<file path="config.mk">
export PLATFORM = sky130hd
export DESIGN_NAME = sh_exc_seq
export DESIGN_NICKNAME = d
export VERILOG_FILES = /design/src/rtl/sh_exc_seq.sv
export SDC_FILE = /design/constraint.sdc
export NUM_CORES = 1
export LEC_CHECK = 0
export ABC_CLOCK_PERIOD_IN_PS = 5000
export CORE_MARGIN = 3
export CORE_UTILIZATION = 45
export DETAILED_ROUTE_END_ITERATION = 16
export PLACE_DENSITY_LB_ADDON = 0.1
export SLEW_MARGIN = 20
export SYNTH_ARGS = -nofsm -noshare
export SYNTH_HDL_FRONTEND = slang
export SYNTH_SLANG_ARGS = --single-unit
export TNS_END_PERCENT = 20
</file>
<file path="constraint.sdc">
create_clock -name CLK -period 5 [get_ports CLK]
set_input_delay 0.75 -clock CLK [delete_from_list [all_inputs] [get_ports CLK]]
set_output_delay 0.75 -clock CLK [all_outputs]
set_load 0.03 [all_outputs]
</file>
<file path="src/rtl/sh_exc_seq.sv">
// sh_exc_seq -- exception entry sequencer facing the SH7034 interrupt controller.
//
// Accepts an interrupt at an instruction boundary and performs these steps:
// acknowledge, vector handshake, push SR then PC below SP, fetch the handler
// address from VBR+vec*4, then pulse LOAD so the core picks up
// NEW_PC/NEW_SP/NEW_I. The core stalls while BUSY=1.
//
// Ports:
//   CLK, RST_N (async, active-low), CE_R (rising-phase enable, all state),
//   CE_F (falling-phase enable, only used to sample VECT_WAIT)
//   INT_REQ/INT_LVL/INT_VEC/VECT_WAIT  : from interrupt controller
//   INT_MASK/INT_ACK/INT_ACP/VECT_REQ  : to interrupt controller
//   INST_BND, SR_IN, PC_IN, SP_IN, VBR_IN : core state
//   BUS_A/BUS_DO/BUS_WE/BUS_REQ, BUS_DI/BUS_BUSY : internal bus master
//   BUSY, LOAD, NEW_PC, NEW_SP, NEW_I : core control
//
// Optional build macro SH_EXC_SPALIGN_EN: when defined, an unaligned stacked SP
// skips both pushes and vectors to the address-error handler (vector 9) with
// SP left unchanged.

module sh_exc_seq #(
    parameter int VEC_W  = 8,
    parameter int ADDR_W = 32
) (
    input  logic              CLK,
    input  logic              RST_N,
    input  logic              CE_R,
    input  logic              CE_F,
    input  logic              INT_REQ,
    input  logic [3:0]        INT_LVL,
    input  logic [VEC_W-1:0]  INT_VEC,
    input  logic              VECT_WAIT,
    input  logic              INST_BND,
    input  logic [31:0]       SR_IN,
    input  logic [ADDR_W-1:0] PC_IN,
    input  logic [ADDR_W-1:0] SP_IN,
    input  logic [ADDR_W-1:0] VBR_IN,
    output logic [3:0]        INT_MASK,
    output logic              INT_ACK,
    output logic              INT_ACP,
    output logic              VECT_REQ,
    output logic [ADDR_W-1:0] BUS_A,
    output logic [31:0]       BUS_DO,
    input  logic [31:0]       BUS_DI,
    output logic              BUS_WE,
    output logic              BUS_REQ,
    input  logic              BUS_BUSY,
    output logic              BUSY,
    output logic              LOAD,
    output logic [ADDR_W-1:0] NEW_PC,
    output logic [ADDR_W-1:0] NEW_SP,
    output logic [3:0]        NEW_I
);

    typedef enum logic [2:0] {
        S_IDLE, S_VECT, S_VWAIT, S_PSR, S_PPC, S_FETCH, S_DONE
    } state_t;

    state_t            state_q, state_d;
    logic [3:0]        lvl_q, lvl_d;
    logic [VEC_W-1:0]  vec_q, vec_d;
    logic [31:0]       sr_q, sr_d;
    logic [ADDR_W-1:0] pc_q, pc_d;
    logic [ADDR_W-1:0] sp_q, sp_d;
    logic              ack_q, ack_d;
    logic              acp_q, acp_d;
    logic              load_q, load_d;
    logic [ADDR_W-1:0] new_pc_q, new_pc_d;
    logic [ADDR_W-1:0] new_sp_q, new_sp_d;
    logic [3:0]        new_i_q, new_i_d;
    logic              vwait_q, vwait_d;
`ifdef SH_EXC_SPALIGN_EN
    logic              aerr_q, aerr_d;
`endif

    logic              accept;
    logic              bus_done;
    logic [ADDR_W-1:0] fetch_a;

    // Level 15 (NMI) is accepted even against a mask of 15.
    assign accept   = INT_REQ & INST_BND &
                      ((INT_LVL > SR_IN[7:4]) | (INT_LVL == 4'hF));
    assign bus_done = CE_R & ~BUS_BUSY;
    assign fetch_a  = VBR_IN + {{(ADDR_W-VEC_W-2){1'b0}}, vec_q, 2'b00};

    assign INT_MASK = SR_IN[7:4];
    assign INT_ACK  = ack_q;
    assign INT_ACP  = acp_q;
    assign LOAD     = load_q;
    assign NEW_PC   = new_pc_q;
    assign NEW_SP   = new_sp_q;
    assign NEW_I    = new_i_q;
    // Combinational from state so an async reset drops them at once.
    assign BUSY     = (state_q != S_IDLE);
    assign VECT_REQ = (state_q == S_VECT);

    // Bus drive: a pure function of state and latched context, so address
    // and data stay put for as long as BUS_BUSY stretches an access.
    always_comb begin
        BUS_REQ = 1'b0;
        BUS_WE  = 1'b0;
        BUS_A   = '0;
        BUS_DO  = '0;
        case (state_q)
            S_PSR: begin
`ifdef SH_EXC_SPALIGN_EN
                if (sp_q[1:0] == 2'b00) begin
                    BUS_REQ = 1'b1;
                    BUS_WE  = 1'b1;
                    BUS_A   = sp_q - ADDR_W'(4);
                    BUS_DO  = sr_q;
                end
`else
                BUS_REQ = 1'b1;
                BUS_WE  = 1'b1;
                BUS_A   = sp_q - ADDR_W'(4);
                BUS_DO  = sr_q;
`endif
            end
            S_PPC: begin
                BUS_REQ = 1'b1;
                BUS_WE  = 1'b1;
                BUS_A   = sp_q - ADDR_W'(8);
                BUS_DO  = 32'(pc_q);
            end
            S_FETCH: begin
                BUS_REQ = 1'b1;
                BUS_A   = fetch_a;
            end
            default: ;
        endcase
    end

    always_comb begin
        state_d  = state_q;
        lvl_d    = lvl_q;
        vec_d    = vec_q;
        sr_d     = sr_q;
        pc_d     = pc_q;
        sp_d     = sp_q;
        ack_d    = ack_q;
        acp_d    = acp_q;
        load_d   = load_q;
        new_pc_d = new_pc_q;
        new_sp_d = new_sp_q;
        new_i_d  = new_i_q;
        // VECT_WAIT is captured on the falling phase, used on the rising one.
        vwait_d  = CE_F ? VECT_WAIT : vwait_q;
`ifdef SH_EXC_SPALIGN_EN
        aerr_d   = aerr_q;
`endif
        if (CE_R) begin
            // Pulses last exactly one enabled cycle.
            ack_d  = 1'b0;
            load_d = 1'b0;
            case (state_q)
                S_IDLE: begin
                    if (accept) begin
                        lvl_d   = INT_LVL;
                        vec_d   = INT_VEC;
                        sr_d    = SR_IN;
                        pc_d    = PC_IN;
                        sp_d    = SP_IN;
                        ack_d   = 1'b1;
                        acp_d   = 1'b1;
`ifdef SH_EXC_SPALIGN_EN
                        aerr_d  = 1'b0;
`endif
                        state_d = S_VECT;
                    end
                end
                S_VECT:  state_d = S_VWAIT;
                S_VWAIT: if (!vwait_q) state_d = S_PSR;
                S_PSR: begin
`ifdef SH_EXC_SPALIGN_EN
                    if (sp_q[1:0] != 2'b00) begin
                        vec_d   = VEC_W'(9);
                        aerr_d  = 1'b1;
                        state_d = S_FETCH;
                    end else if (!BUS_BUSY) begin
                        state_d = S_PPC;
                    end
`else
                    if (bus_done) state_d = S_PPC;
`endif
                end
                S_PPC: if (bus_done) state_d = S_FETCH;
                S_FETCH: begin
                    if (bus_done) begin
                        new_pc_d = ADDR_W'(BUS_DI);
                        state_d  = S_DONE;
                    end
                end
                S_DONE: begin
                    load_d   = 1'b1;
                    acp_d    = 1'b0;
                    new_i_d  = lvl_q;
`ifdef SH_EXC_SPALIGN_EN
                    new_sp_d = aerr_q ? sp_q : sp_q - ADDR_W'(8);
`else
                    new_sp_d = sp_q - ADDR_W'(8);
`endif
                    state_d  = S_IDLE;
                end
                default: state_d = S_IDLE;
            endcase
        end
    end

    always_ff @(posedge CLK or negedge RST_N) begin
        if (!RST_N) begin
            state_q  <= S_IDLE;
            lvl_q    <= '0;
            vec_q    <= '0;
            sr_q     <= '0;
            pc_q     <= '0;
            sp_q     <= '0;
            ack_q    <= 1'b0;
            acp_q    <= 1'b0;
            load_q   <= 1'b0;
            new_pc_q <= '0;
            new_sp_q <= '0;
            new_i_q  <= '0;
            // Treat the controller as busy until it has actually been sampled.
            vwait_q  <= 1'b1;
`ifdef SH_EXC_SPALIGN_EN
            aerr_q   <= 1'b0;
`endif
        end else begin
            state_q  <= state_d;
            lvl_q    <= lvl_d;
            vec_q    <= vec_d;
            sr_q     <= sr_d;
            pc_q     <= pc_d;
            sp_q     <= sp_d;
            ack_q    <= ack_d;
            acp_q    <= acp_d;
            load_q   <= load_d;
            new_pc_q <= new_pc_d;
            new_sp_q <= new_sp_d;
            new_i_q  <= new_i_d;
            vwait_q  <= vwait_d;
`ifdef SH_EXC_SPALIGN_EN
            aerr_q   <= aerr_d;
`endif
        end
    end

endmodule

</file>
==> flow_summary.json <==
{
  "fin_area_um2": 13500,
  "irDropWorstVdd_v": 0.000326,
  "layout-drive-gt1-share_pct": 17.7,
  "cts_root_buf": "clkbuf_16",
  "slew_viol_final": 0,
  "tns_ns": 0,
  "die_w_um": 151,
  "synth_common_cells": "dfrtp_1 (182), mux2_2 (147), o21ai_0 (70), nand2_1 (69), clkbuf_1 (48)",
  "drc": 0,
  "fill_cells": 1679,
  "cp-end-kind": "output port",
  "synth_edf_count": 0,
  "drt_iter0_markers": 527,
  "synth-seq-cells": 183,
  "routed_wirelength_um": 28600,
  "drt_first_pass_iters": 5,
  "cp_slowest_stage_delay_ns": 0.71,
  "drv_cap": 0,
  "synth.largest_area_cell": "dfrtp_1",
  "setup_viol": 0,
  "relSlewSlack_pct": 42.4,
  "viasPerCell": 5.52,
  "post_drt_wl_per_cell_um": 19.9,
  "die-area_um2": 22800,
  "critical_path_peak_fanout": 8,
  "synth_cells": 858,
  "clk_pin_slew_ns": 0.07,
  "num-nets-final": 1350,
  "cp_common_cell": "or4_4",
  "multi_input_area_um2": 4610,
  "rsz0062_at_grt": "false",
  "num_vias": 7935,
  "grt_start_max_net_pins": 109,
  "syn2layout_area_growth_pct": 42.6,
  "seq_area_frac_synth_pct": 48.3,
  "ys_async_sr_fraction_pct": 100,
  "power.leakage_nw": 5.67,
  "grt_usage_pct": 24.9,
  "clock_sinks": 183,
  "grt_pass1_vias": 8021,
  "synth_cell_types": 58,
  "rows": 52,
  "cts.path.max_buffers": 2,
  "cts_buffers": 17,
  "port_buffers": 322,
  "yosysWarningCount": 0,
  "cp_top_family": "simple AND/OR/NAND/NOR gates",
  "cp.arrival_ns": 4.12,
  "synth_area_per_cell_um2": 11.0,
  "ant_nets": 0,
  "fin_skew_ns": 0.0165,
  "place_hpwl_um": 21200,
  "antenna_found_initial": 2,
  "critPathSlowestCell": "clkdlybuf4s50_1",
  "design.core.area_um2": 20400,
  "synth_most_common_cell": "dfrtp_1",
  "final_hold_viol_count": 0,
  "worstPathRequired_ns": 4.25,
  "synth.area.top_cells": "dfrtp_1 (48%), mux2_2 (17%), o21ai_0 (3.7%)",
  "worstSetupStartpointType": "flop",
  "finalCritPeriodShare_pct": 97.5,
  "start_util_pct": 46.4,
  "htreeDepth": 4,
  "powerDensity_nw_per_um2": 582,
  "dpl_cell_area_um2": 12900,
  "fmax_mhz": 205,
  "overflow": 0,
  "finalCriticalPeriod_ns": 4.87,
  "worst-path-buf-inv": 2,
  "cts_tree": "done",
  "criticalPathCategory": "reg -> out",
  "worstMarginPinSlew_ns": 0.865,
  "syn_nets": 1054,
  "cts_hold_buf": 0,
  "design.portCount": 323,
  "worstHoldPathType": "in -> async",
  "die_y_um": 151,
  "synthFlopType": "dfrtp_1",
  "path_cells": "inv_1, ha_1, or3b_1, or4_4, or4_4, o31a_1, o22ai_2, clkdlybuf4s50_1",
  "syn_area_um2": 9480,
  "gp_congestion": 0.885,
  "clock_latency_ns": 0.44,
  "yosysTopAreaCellShare_pct": 48.1,
  "grt_first_pass_wirelength_um": 43800,
  "outcome": "finished clean",
  "seq_area_um2": 4580
}
-- layer usage --
metal | up-vias | GRT usage (%) | wire (um)
li1 | 3710 | - | -
met1 | 3835 | 31.5 | 11400
met2 | 349 | 41.1 | 13900
met3 | 39 | 8.23 | 2680
met4 | 2 | 6.75 | 554
met5 | - | 0 | 13
-- cells by family after synthesis --
kind of cell / share of synthesized area, %
mux: 17.8
simple gates: 10.6
buf+inv: 3.22
fa+ha+maj: 2.19
flops: 48.3
compound gates: 12.5
xor+xnor: 5.36
-- cell usage in the layout, fill, tap and decap left out, drive strengths merged, types with 6 or more instances in the layout --
| cell | instances |
|---|---|
| o22ai | 12 |
| nand2 | 69 |
| buf | 14 |
| nand4 | 10 |
| and2 | 7 |
| nand3 | 15 |
| nor4 | 12 |
| xnor2 | 26 |
| clkinv | 6 |
| xor2 | 32 |
| ha | 15 |
| o21ai | 70 |
| nor3 | 19 |
| dfrtp | 182 |
| inv | 19 |
| a22o | 35 |
| clkbuf | 20 |
| clkdlybuf4s50 | 321 |
| o211ai | 8 |
| nor2 | 34 |
| a21oi | 19 |
| mux2 | 147 |
| o221ai | 6 |
-- worst paths after layout --
kind                       cells past startpoint  startpoint    endpoint  slack, ns
max                                            8     sp_q[3]   BUS_A[27]       0.13
min                                            1       RST_N  NEW_SP[11]       0.43
max reg2reg                                    7     sp_q[3]  NEW_SP[31]       2.08
min reg2reg                                    2     INT_ACP     INT_ACP       0.48
max in group asynchronous                      2       RST_N     pc_q[3]       3.43
min in group CLK                               2     INT_ACP     INT_ACP       0.48
-- state kept, by name (all words and copies together) (netlist names), 3 cells and up --
signal	cells
NEW_I	4
sp_q	32
pc_q	32
lvl_q	4
NEW_PC	32
state_q	3
sr_q	32
NEW_SP	32
vec_q	8
-- report_power, final --
part / total [mW] / switching, mW / internal, mW
Clock: 1.33 / 0.644 / 0.689
Sequential: 2.65 / 0.530 / 2.13
Combinational: 3.88 / 2.12 / 1.76
Total: 7.87 / 3.30 / 4.57
-- what timing repair did --
item	CTS	global route
buffers inserted	0	0
setup endpoints to repair	0	1
gates resized for setup	0	1
-- final cells by class --
class,count,share of cell area [%]
Multi-Input combinational cell,602,34.1
Timing Repair Buffer,336,24.8
Sequential cell,183,33.9
Clock inverter,13,0.991
Inverter,14,0.389
Clock buffer,19,3.35
Antenna cell,1,0.0185
Tap cell,270,2.50
-- through the flow --
| stage | instances | worst slack [ns] | total power [mW] | util (%) | hold WS [ns] |
|---|---|---|---|---|---|
| after global routing | 1438 | 0.0183 | 8.33 | 66.1 | 0.488 |
| after detailed placement | 1405 | 0.452 | 6.54 | 63.2 | 0.470 |
| after CTS | 1437 | 0.138 | 7.90 | 66.1 | 0.471 |
| final | 1438 | 0.126 | 7.87 | 66.1 | 0.428 |
| after floorplan | 858 | 1.18 | 4.99 | - | 0.454 |
| after global placement | 1405 | 0.466 | 6.48 | 63.2 | 0.459 |
Note: power is estimated with default switching activity, not from simulation.
